===== config.mk =====
export PLATFORM = sky130hd
export DESIGN_NAME = crypto_ins_sequencer
export DESIGN_NICKNAME = d
export VERILOG_FILES = /design/src/rtl/crypto_seq_pkg.sv /design/src/rtl/crypto_ins_sequencer_fifo.sv /design/src/rtl/crypto_ins_sequencer.sv
export SDC_FILE = /design/constraint.sdc
export NUM_CORES = 1
export LEC_CHECK = 0
export CAP_MARGIN = 20
export CELL_PAD_IN_SITES_DETAIL_PLACEMENT = 1
export CELL_PAD_IN_SITES_GLOBAL_PLACEMENT = 1
export CORE_ASPECT_RATIO = 1.75
export CORE_MARGIN = 8
export CORE_UTILIZATION = 46
export CTS_CLUSTER_DIAMETER = 150
export DETAILED_ROUTE_END_ITERATION = 8
export GPL_TIMING_DRIVEN = 1
export PLACE_DENSITY = 0.8
export SYNTH_ARGS = -nofsm -noshare
export SYNTH_HDL_FRONTEND = slang
export SYNTH_SLANG_ARGS = --single-unit
export TNS_END_PERCENT = 50

===== constraint.sdc =====
create_clock -name clk -period 4.8 [get_ports clk]
set_input_delay 0.96 -clock clk [delete_from_list [all_inputs] [get_ports clk]]
set_output_delay 0.96 -clock clk [all_outputs]
set_load 0.01 [all_outputs]

===== src/rtl/crypto_seq_pkg.sv =====
`default_nettype none
// +----------------------------------------------------------------------------+
// | crypto_seq_pkg : opcodes, command-width derivation and field slicing        |
// | Revision: 1.0                                                               |
// +----------------------------------------------------------------------------+
package crypto_seq_pkg;

  localparam int unsigned OP_READ  = 0;
  localparam int unsigned OP_LOAD  = 1;
  localparam int unsigned OP_COPY  = 2;
  localparam int unsigned OP_ADD   = 3;
  localparam int unsigned OP_SUB   = 4;
  localparam int unsigned OP_MUL   = 5;
  localparam int unsigned OP_FLUSH = 6;

  function automatic int cmd_width(input int opw, input int aw);
    return opw + 3 * aw;
  endfunction

  // Words are passed zero-extended to 128 bits so one helper serves any width.
  function automatic logic [31:0] field(input logic [127:0] word,
                                        input int unsigned  lsb,
                                        input int unsigned  w);
    logic [127:0] mask;
    mask = (128'd1 << w) - 128'd1;
    return 32'((word >> lsb) & mask);
  endfunction

  function automatic logic [31:0] f_op(input logic [127:0] word, input int unsigned opw,
                                       input int unsigned aw);
    return field(word, 3 * aw, opw);
  endfunction

  function automatic logic [31:0] f_srca(input logic [127:0] word, input int unsigned aw);
    return field(word, 2 * aw, aw);
  endfunction

  function automatic logic [31:0] f_srcb(input logic [127:0] word, input int unsigned aw);
    return field(word, aw, aw);
  endfunction

  function automatic logic [31:0] f_dst(input logic [127:0] word, input int unsigned aw);
    return field(word, 0, aw);
  endfunction

endpackage
`default_nettype wire


===== src/rtl/crypto_ins_sequencer_fifo.sv =====
`default_nettype none
// +----------------------------------------------------------------------------+
// | seq_fifo : synchronous DEPTH x W command FIFO with count/full/empty         |
// | Revision: 1.0                                                               |
// +----------------------------------------------------------------------------+
module seq_fifo #(
  parameter int DEPTH = 8,
  parameter int W     = 24
) (
  input  logic                       clk,
  input  logic                       rst_n,
  input  logic                       push,
  input  logic                       pop,
  input  logic [W-1:0]               din,
  output logic [W-1:0]               dout,
  output logic [$clog2(DEPTH+1)-1:0] count,
  output logic                       full,
  output logic                       empty
);

  localparam int PW   = $clog2(DEPTH);
  localparam int CNTW = $clog2(DEPTH + 1);

  logic [W-1:0]    r_mem [DEPTH];
  logic [PW-1:0]   r_wr_ptr;
  logic [PW-1:0]   r_rd_ptr;
  logic [CNTW-1:0] r_count;
  logic            w_do_push;
  logic            w_do_pop;

  // A full FIFO refuses a push even when it pops in the same cycle.
  assign full      = (r_count == CNTW'(DEPTH));
  assign empty     = (r_count == '0);
  assign w_do_push = push && !full;
  assign w_do_pop  = pop && !empty;
  assign dout      = r_mem[r_rd_ptr];
  assign count     = r_count;

  always_ff @(posedge clk or negedge rst_n) begin
    if (!rst_n) begin
      for (int i = 0; i < DEPTH; i++) r_mem[i] <= '0;
      r_wr_ptr <= '0;
      r_rd_ptr <= '0;
      r_count  <= '0;
    end else begin
      if (w_do_push) begin
        r_mem[r_wr_ptr] <= din;
        r_wr_ptr        <= r_wr_ptr + PW'(1);
      end
      if (w_do_pop) r_rd_ptr <= r_rd_ptr + PW'(1);
      case ({w_do_push, w_do_pop})
        2'b10:   r_count <= r_count + CNTW'(1);
        2'b01:   r_count <= r_count - CNTW'(1);
        default: r_count <= r_count;
      endcase
    end
  end

endmodule
`default_nettype wire


===== src/rtl/crypto_ins_sequencer.sv =====
`default_nettype none
// +----------------------------------------------------------------------------+
// | crypto_ins_sequencer : buffered in-order issue with multiply scoreboard     |
// | Revision: 1.0                                                               |
// +----------------------------------------------------------------------------+
module crypto_ins_sequencer
  import crypto_seq_pkg::*;
#(
  parameter int AW      = 7,
  parameter int OPW     = 3,
  parameter int DEPTH   = 8,
  parameter int MAX_MUL = 4
) (
  input  logic                          clk,
  input  logic                          rst_n,
  input  logic                          cmd_valid,
  output logic                          cmd_ready,
  input  logic [cmd_width(OPW,AW)-1:0]  cmd_in,
  output logic                          iss_valid,
  input  logic                          iss_ready,
  output logic [OPW-1:0]                iss_op,
  output logic [AW-1:0]                 iss_srca,
  output logic [AW-1:0]                 iss_srcb,
  output logic [AW-1:0]                 iss_dst,
  input  logic                          mul_done,
  input  logic [AW-1:0]                 mul_done_dst,
  output logic                          idle,
  output logic                          bad_op
);

  localparam int CW   = cmd_width(OPW, AW);
  localparam int NREG = 1 << AW;
  localparam int CNTW = $clog2(DEPTH + 1);
  localparam int MCW  = $clog2(MAX_MUL + 1);

  logic [CW-1:0]   w_head;
  logic [CNTW-1:0] w_count;
  logic            w_full;
  logic            w_empty;
  logic            w_push;
  logic            w_pop;
  logic [OPW-1:0]  w_op;
  logic            w_busy_a;
  logic            w_busy_b;
  logic            w_busy_d;
  logic            w_mul_full;
  logic            w_stall;
  logic            w_issuable;
  logic            w_reserved;
  logic            w_flush_pop;
  logic            w_drop;
  logic            w_mul_iss;
  logic            w_done;
  logic            r_busy [NREG];
  logic [MCW-1:0]  r_mul_cnt;
  logic            r_bad_op;

  seq_fifo #(
    .DEPTH (DEPTH),
    .W     (CW)
  ) u_fifo (
    .clk   (clk),
    .rst_n (rst_n),
    .push  (w_push),
    .pop   (w_pop),
    .din   (cmd_in),
    .dout  (w_head),
    .count (w_count),
    .full  (w_full),
    .empty (w_empty)
  );

  assign w_op     = OPW'(f_op(128'(w_head), OPW, AW));
  assign iss_op   = w_op;
  assign iss_srca = AW'(f_srca(128'(w_head), AW));
  assign iss_srcb = AW'(f_srcb(128'(w_head), AW));
  assign iss_dst  = AW'(f_dst(128'(w_head), AW));

  assign cmd_ready = !w_full;
  assign w_push    = cmd_valid && cmd_ready;

  assign w_busy_a   = r_busy[iss_srca];
  assign w_busy_b   = r_busy[iss_srcb];
  assign w_busy_d   = r_busy[iss_dst];
  assign w_mul_full = (r_mul_cnt == MCW'(MAX_MUL));

  always_comb begin
    w_stall = 1'b0;
    case (w_op)
      OPW'(OP_READ), OPW'(OP_COPY): w_stall = w_busy_a;
      OPW'(OP_LOAD):                w_stall = w_busy_d;
      OPW'(OP_ADD), OPW'(OP_SUB):   w_stall = w_busy_a | w_busy_b | w_busy_d;
      OPW'(OP_MUL):                 w_stall = w_busy_a | w_busy_b | w_busy_d | w_mul_full;
      OPW'(OP_FLUSH):               w_stall = (r_mul_cnt != '0);
      default:                      w_stall = 1'b0;
    endcase
  end

  assign w_issuable  = (w_op <= OPW'(OP_MUL));
  assign w_reserved  = (w_op > OPW'(OP_FLUSH));
  assign iss_valid   = !w_empty && w_issuable && !w_stall;
  // FLUSH and reserved opcodes leave the queue without ever being presented.
  assign w_flush_pop = !w_empty && (w_op == OPW'(OP_FLUSH)) && !w_stall;
  assign w_drop      = !w_empty && w_reserved;
  assign w_pop       = (iss_valid && iss_ready) || w_flush_pop || w_drop;

  assign w_mul_iss = iss_valid && iss_ready && (w_op == OPW'(OP_MUL));
  assign w_done    = mul_done && (r_mul_cnt != '0);

  generate
    for (genvar gi = 0; gi < NREG; gi++) begin : g_busy
      always_ff @(posedge clk or negedge rst_n) begin
        if (!rst_n)
          r_busy[gi] <= 1'b0;
        else if (w_mul_iss && (iss_dst == AW'(gi)))
          r_busy[gi] <= 1'b1;
        else if (w_done && (mul_done_dst == AW'(gi)))
          r_busy[gi] <= 1'b0;
      end
    end
  endgenerate

  always_ff @(posedge clk or negedge rst_n) begin
    if (!rst_n) begin
      r_mul_cnt <= '0;
      r_bad_op  <= 1'b0;
    end else begin
      case ({w_mul_iss, w_done})
        2'b10:   r_mul_cnt <= r_mul_cnt + MCW'(1);
        2'b01:   r_mul_cnt <= r_mul_cnt - MCW'(1);
        default: r_mul_cnt <= r_mul_cnt;
      endcase
      if (w_drop) r_bad_op <= 1'b1;
    end
  end

  assign bad_op = r_bad_op;
  assign idle   = (w_count == '0) && (r_mul_cnt == '0);

endmodule
`default_nettype wire


==> results by stage <==
Worst setup path:
- Of all nets on the critical path, the largest fanout is 8.
- STA classifies the critical path startpoint as a flip-flop.
- The kind of end point of the critical path is a primary output.
- The arrival time of the worst setup path is 4.66 ns.
- The critical path is of the flip-flop to primary output type.
- STA puts the critical path data required time at 3.84 ns.

Yosys:
- The proportion of synthesized chip area in sequential cells is 0.442.
- The count of flip-flops with a built-in enable after synthesis is 0.
- The fraction of the mapped netlist area in compound gates is 0.161.
- The main combinational cell family by area after synthesis is multiplexers.
- The cell with the most instances after synthesis is dfrtp_1.
- The synthesized design contains approximately 330 register bits.
- Of the total synthesized cell area, the portion taken by XOR and XNOR cells is 0.00463.
- The library cell with the largest summed area after synthesis is dfrtp_1.
- By area the synthesized netlist is led by dfrtp_1 44%, mux2_2 12%, mux4_2 8.3%.
- The commonest register cell after synthesis is dfrtp_1.
- Yosys printed 0 warnings.
- The multiplexer share of the synthesized area is 0.280.
- A synthesized cell averages 11.7 µm².
- The unique cell type count in the Yosys netlist is 62.
- The post-synthesis simple-gate area fraction is 0.0724.
- The total nets after synthesis is about 1,700.
- The synthesized instance count is 1,620.
- Of the total synthesized cell area, the portion taken by full adders, half adders and majority gates is 0.00609.
- The total standard cell area after synthesis is 18,900 µm².
- Ranked by instance count, the synthesized netlist is headed by 334 x dfrtp_1, 194 x mux2_2, 154 x mux2i_1, 144 x nand2_1, 144 x o21ai_0.
- The async set-reset flop share out of synthesis is 1.00.
- The share of synthesized area in the top cell type comes to 0.442.

STA:
- Across the routed clock network, the largest skew measured is approximately 0.021 ns.
- The final cycle utilization of the critical path is 1.17.
- The minimum clock period is 5.62 ns.
- The relative slew slack is 0.214.
- Timing would allow up to approximately 0.18 GHz.
- Setup violations remaining at the end of the flow were counted as 79.
- Setup repair after global routing could not meet its margin everywhere.
- The final number of max-transition violations came to 0.
- At the pin with the least slew margin, the transition time is 1.18 ns.
- The final setup slack of the worst path is -0.823 ns.
- The count of endpoints failing hold in the final timing report came to 0.

Global routing:
- The initial antenna violation count is 1.
- The fraction of met3 tracks used by global routing is 0.0626.
- The total overflow left after global routing is 0.
- The met1 usage in global routing is 0.325.
- The first-pass GRT wire length is 113,000 µm.
- The number of global-route vias before repair is 17,700.
- For met2 alone, demand over resource in global routing was 0.545.
- Entering global routing, the biggest net connects between 100 and 150 pins.
- The global-route total usage across every layer is 0.313.
- In this run the most used layer during global routing was met2.

Detailed routing:
- After detailed routing, the average wire length per cell comes to 32.6 µm.
- Detailed routing inserted a total of approximately 16,000 vias.
- The total wire length after detailed routing is 78,300 µm.
- The starting DRC count in detailed routing is 1,121.
- The first TritonRoute pass finished after 7 iterations.
- In the routed layout, each cell is associated on average with a via count of 6.69.
- The DRC violation count after routing is 0.
- The post-route antenna net violation count is 0.

Clocking:
- For the worst-skew pair, the clock arrives at the later sink with an insertion delay of 0.61 ns.
- The H-tree depth is 1.
- The clock passes through at most 3 buffers.
- TritonCTS built the clock tree.
- The tree is rooted in a clkbuf_16.
- The number of buffers added by the clock tree synthesis step is 31.
- The clock drives about 330 sinks.
- After clock tree synthesis, the clock-pin slew on the worst setup and hold paths is 0.06 ns.

Floorplanning:
- The die extent in y is 284 µm.
- The effective utilization at floorplan is 0.464.
- The number of placed I/O pins is 64.
- In this run the standard cell core region covers 40,700 µm².
- The die is 169 µm wide.
- The number of rows in the core area is just under 100.
- The die area is 48,100 µm².

Placed design:
- The count of buffers added on input and output ports is 63.
- The half-perimeter wire length of the detailed placement result is 50,700 µm.
- The last weighted congestion value of the routability-driven placer is 0.984.

Run status:
- The final reports fail on negative setup slack.
- The flow ran to the end, but the final reports show violations.

Layout:
- The fraction of layout instances using a drive strength above 1 is 0.379.
- From synthesis to final layout, the design area changed by 26.0%.
- The end-of-flow core utilization is 0.585.
- The net count of the finished layout is about 1,900.
- The number of antenna diodes in the final layout is 0.

Hold path:
- The type of the most critical hold path is primary input to async pin.

Job:
- The number of max-cap violations is 0.
==> through the flow <==
step / setup slack (ns) / area, µm² / std cells / hold slack (ns) / setup TNS, ns
after floorplan: 0.00485 / 18900 / 1620 / 0.457 / 0
after global placement: -0.558 / 21500 / 2309 / 0.460 / -1.79
after detailed placement: -0.604 / 21500 / 2309 / 0.462 / -2.41
after CTS: -0.565 / 23100 / 2383 / 0.453 / -1.19
after global routing: -0.852 / 23800 / 2403 / 0.482 / -13.52
final: -0.823 / 23800 / 2403 / 0.417 / -10.54
==> layout make-up <==
class,count,area (µm²)
Tap cell,550,688
Multi-Input combinational cell,1144,10700
Clock buffer,44,915
Inverter,26,103
Timing Repair Buffer,292,2880
Clock inverter,13,181
Sequential cell,334,8360
Fill cell,4141,16900
==> placed cells by master (no fill, tap or decap), drive strengths merged, types with 6 or more instances in the layout <==
master / count
dfrtp: 334
buf: 226
mux2: 194
mux2i: 154
o21ai: 148
nand2: 145
o31ai: 130
a22oi: 81
mux4: 70
clkdlybuf4s50: 61
clkbuf: 49
a21oi: 29
nor2: 28
inv: 26
nand3: 25
nor3: 16
nand3b: 10
nand2b: 9
nor2b: 9
and2: 7
clkinv: 7
nor3b: 6
xnor2: 6
ha: 6
==> worst paths after layout <==
path | startpoint | end | slack, ns | depth (start not counted)
max | u_fifo.r_rd_ptr[0]$_DFFE_PN0P_ | iss_valid | -0.82 | 14
min | rst_n | u_fifo.r_wr_ptr[1]$_DFFE_PN0P_ | 0.42 | 1
max reg2reg | u_fifo.r_rd_ptr[0]$_DFFE_PN0P_ | u_fifo.count[3]$_DFFE_PN0P_ | -0.63 | 23
min reg2reg | bad_op$_DFFE_PN0P_ | bad_op$_DFFE_PN0P_ | 0.47 | 1
max in group asynchronous | rst_n | u_fifo.r_mem[68]$_DFFE_PN0P_ | 3.30 | 2
min in group clk | bad_op$_DFFE_PN0P_ | bad_op$_DFFE_PN0P_ | 0.47 | 1
==> registers in the layout, indices dropped and copies added, names as in the netlist <==
name and cells:
u_fifo.count 4, u_fifo.r_rd_ptr 3, u_fifo.r_mem 192, r_busy 128
u_fifo.r_wr_ptr 3, bad_op 1, r_mul_cnt 3
==> worst max-delay path, stage by stage, from the launching register on <==
cell and delay [ns]:
dfrtp_4 0.56, buf_12 0.17, mux2i_2 0.15, mux4_2 0.54, inv_4 0.11, buf_6 0.21
mux4_2 0.42, a22oi_2 0.22, a21oi_2 0.11, or4_4 0.58, o31a_1 0.22, a221oi_2 0.37
nand2_2 0.13, nor2_1 0.11, buf_2 0.14
==> per-layer routing <==
metal / up-vias / wire length, µm
met1: 8344 / 26400
met5: - / 14
met3: 350 / 5280
met4: 2 / 6290
met2: 790 / 40200
li1: 6597 / -
==> what timing repair did <==
action                     in CTS  in global routing
buffers inserted               15                 15
pin swaps                      32                 26
setup endpoints to repair       7                135
resized for setup              74                 83
cloned                          4                  7
hold buffers                    0                  0
==> logic make-up (layout without fill, tap and decap cells) <==
kind of cell | Yosys count | in the layout
compound gates | 424 | 424
simple gates | 284 | 284
xor+xnor | 10 | 10
flops | 334 | 334
buf+inv | 142 | 375
mux | 418 | 418
fa+ha+maj | 8 | 8
Power is left out: the tool's default activity adds up to more than one toggle a clock period on the data nets, which glitch-free logic cannot reach.
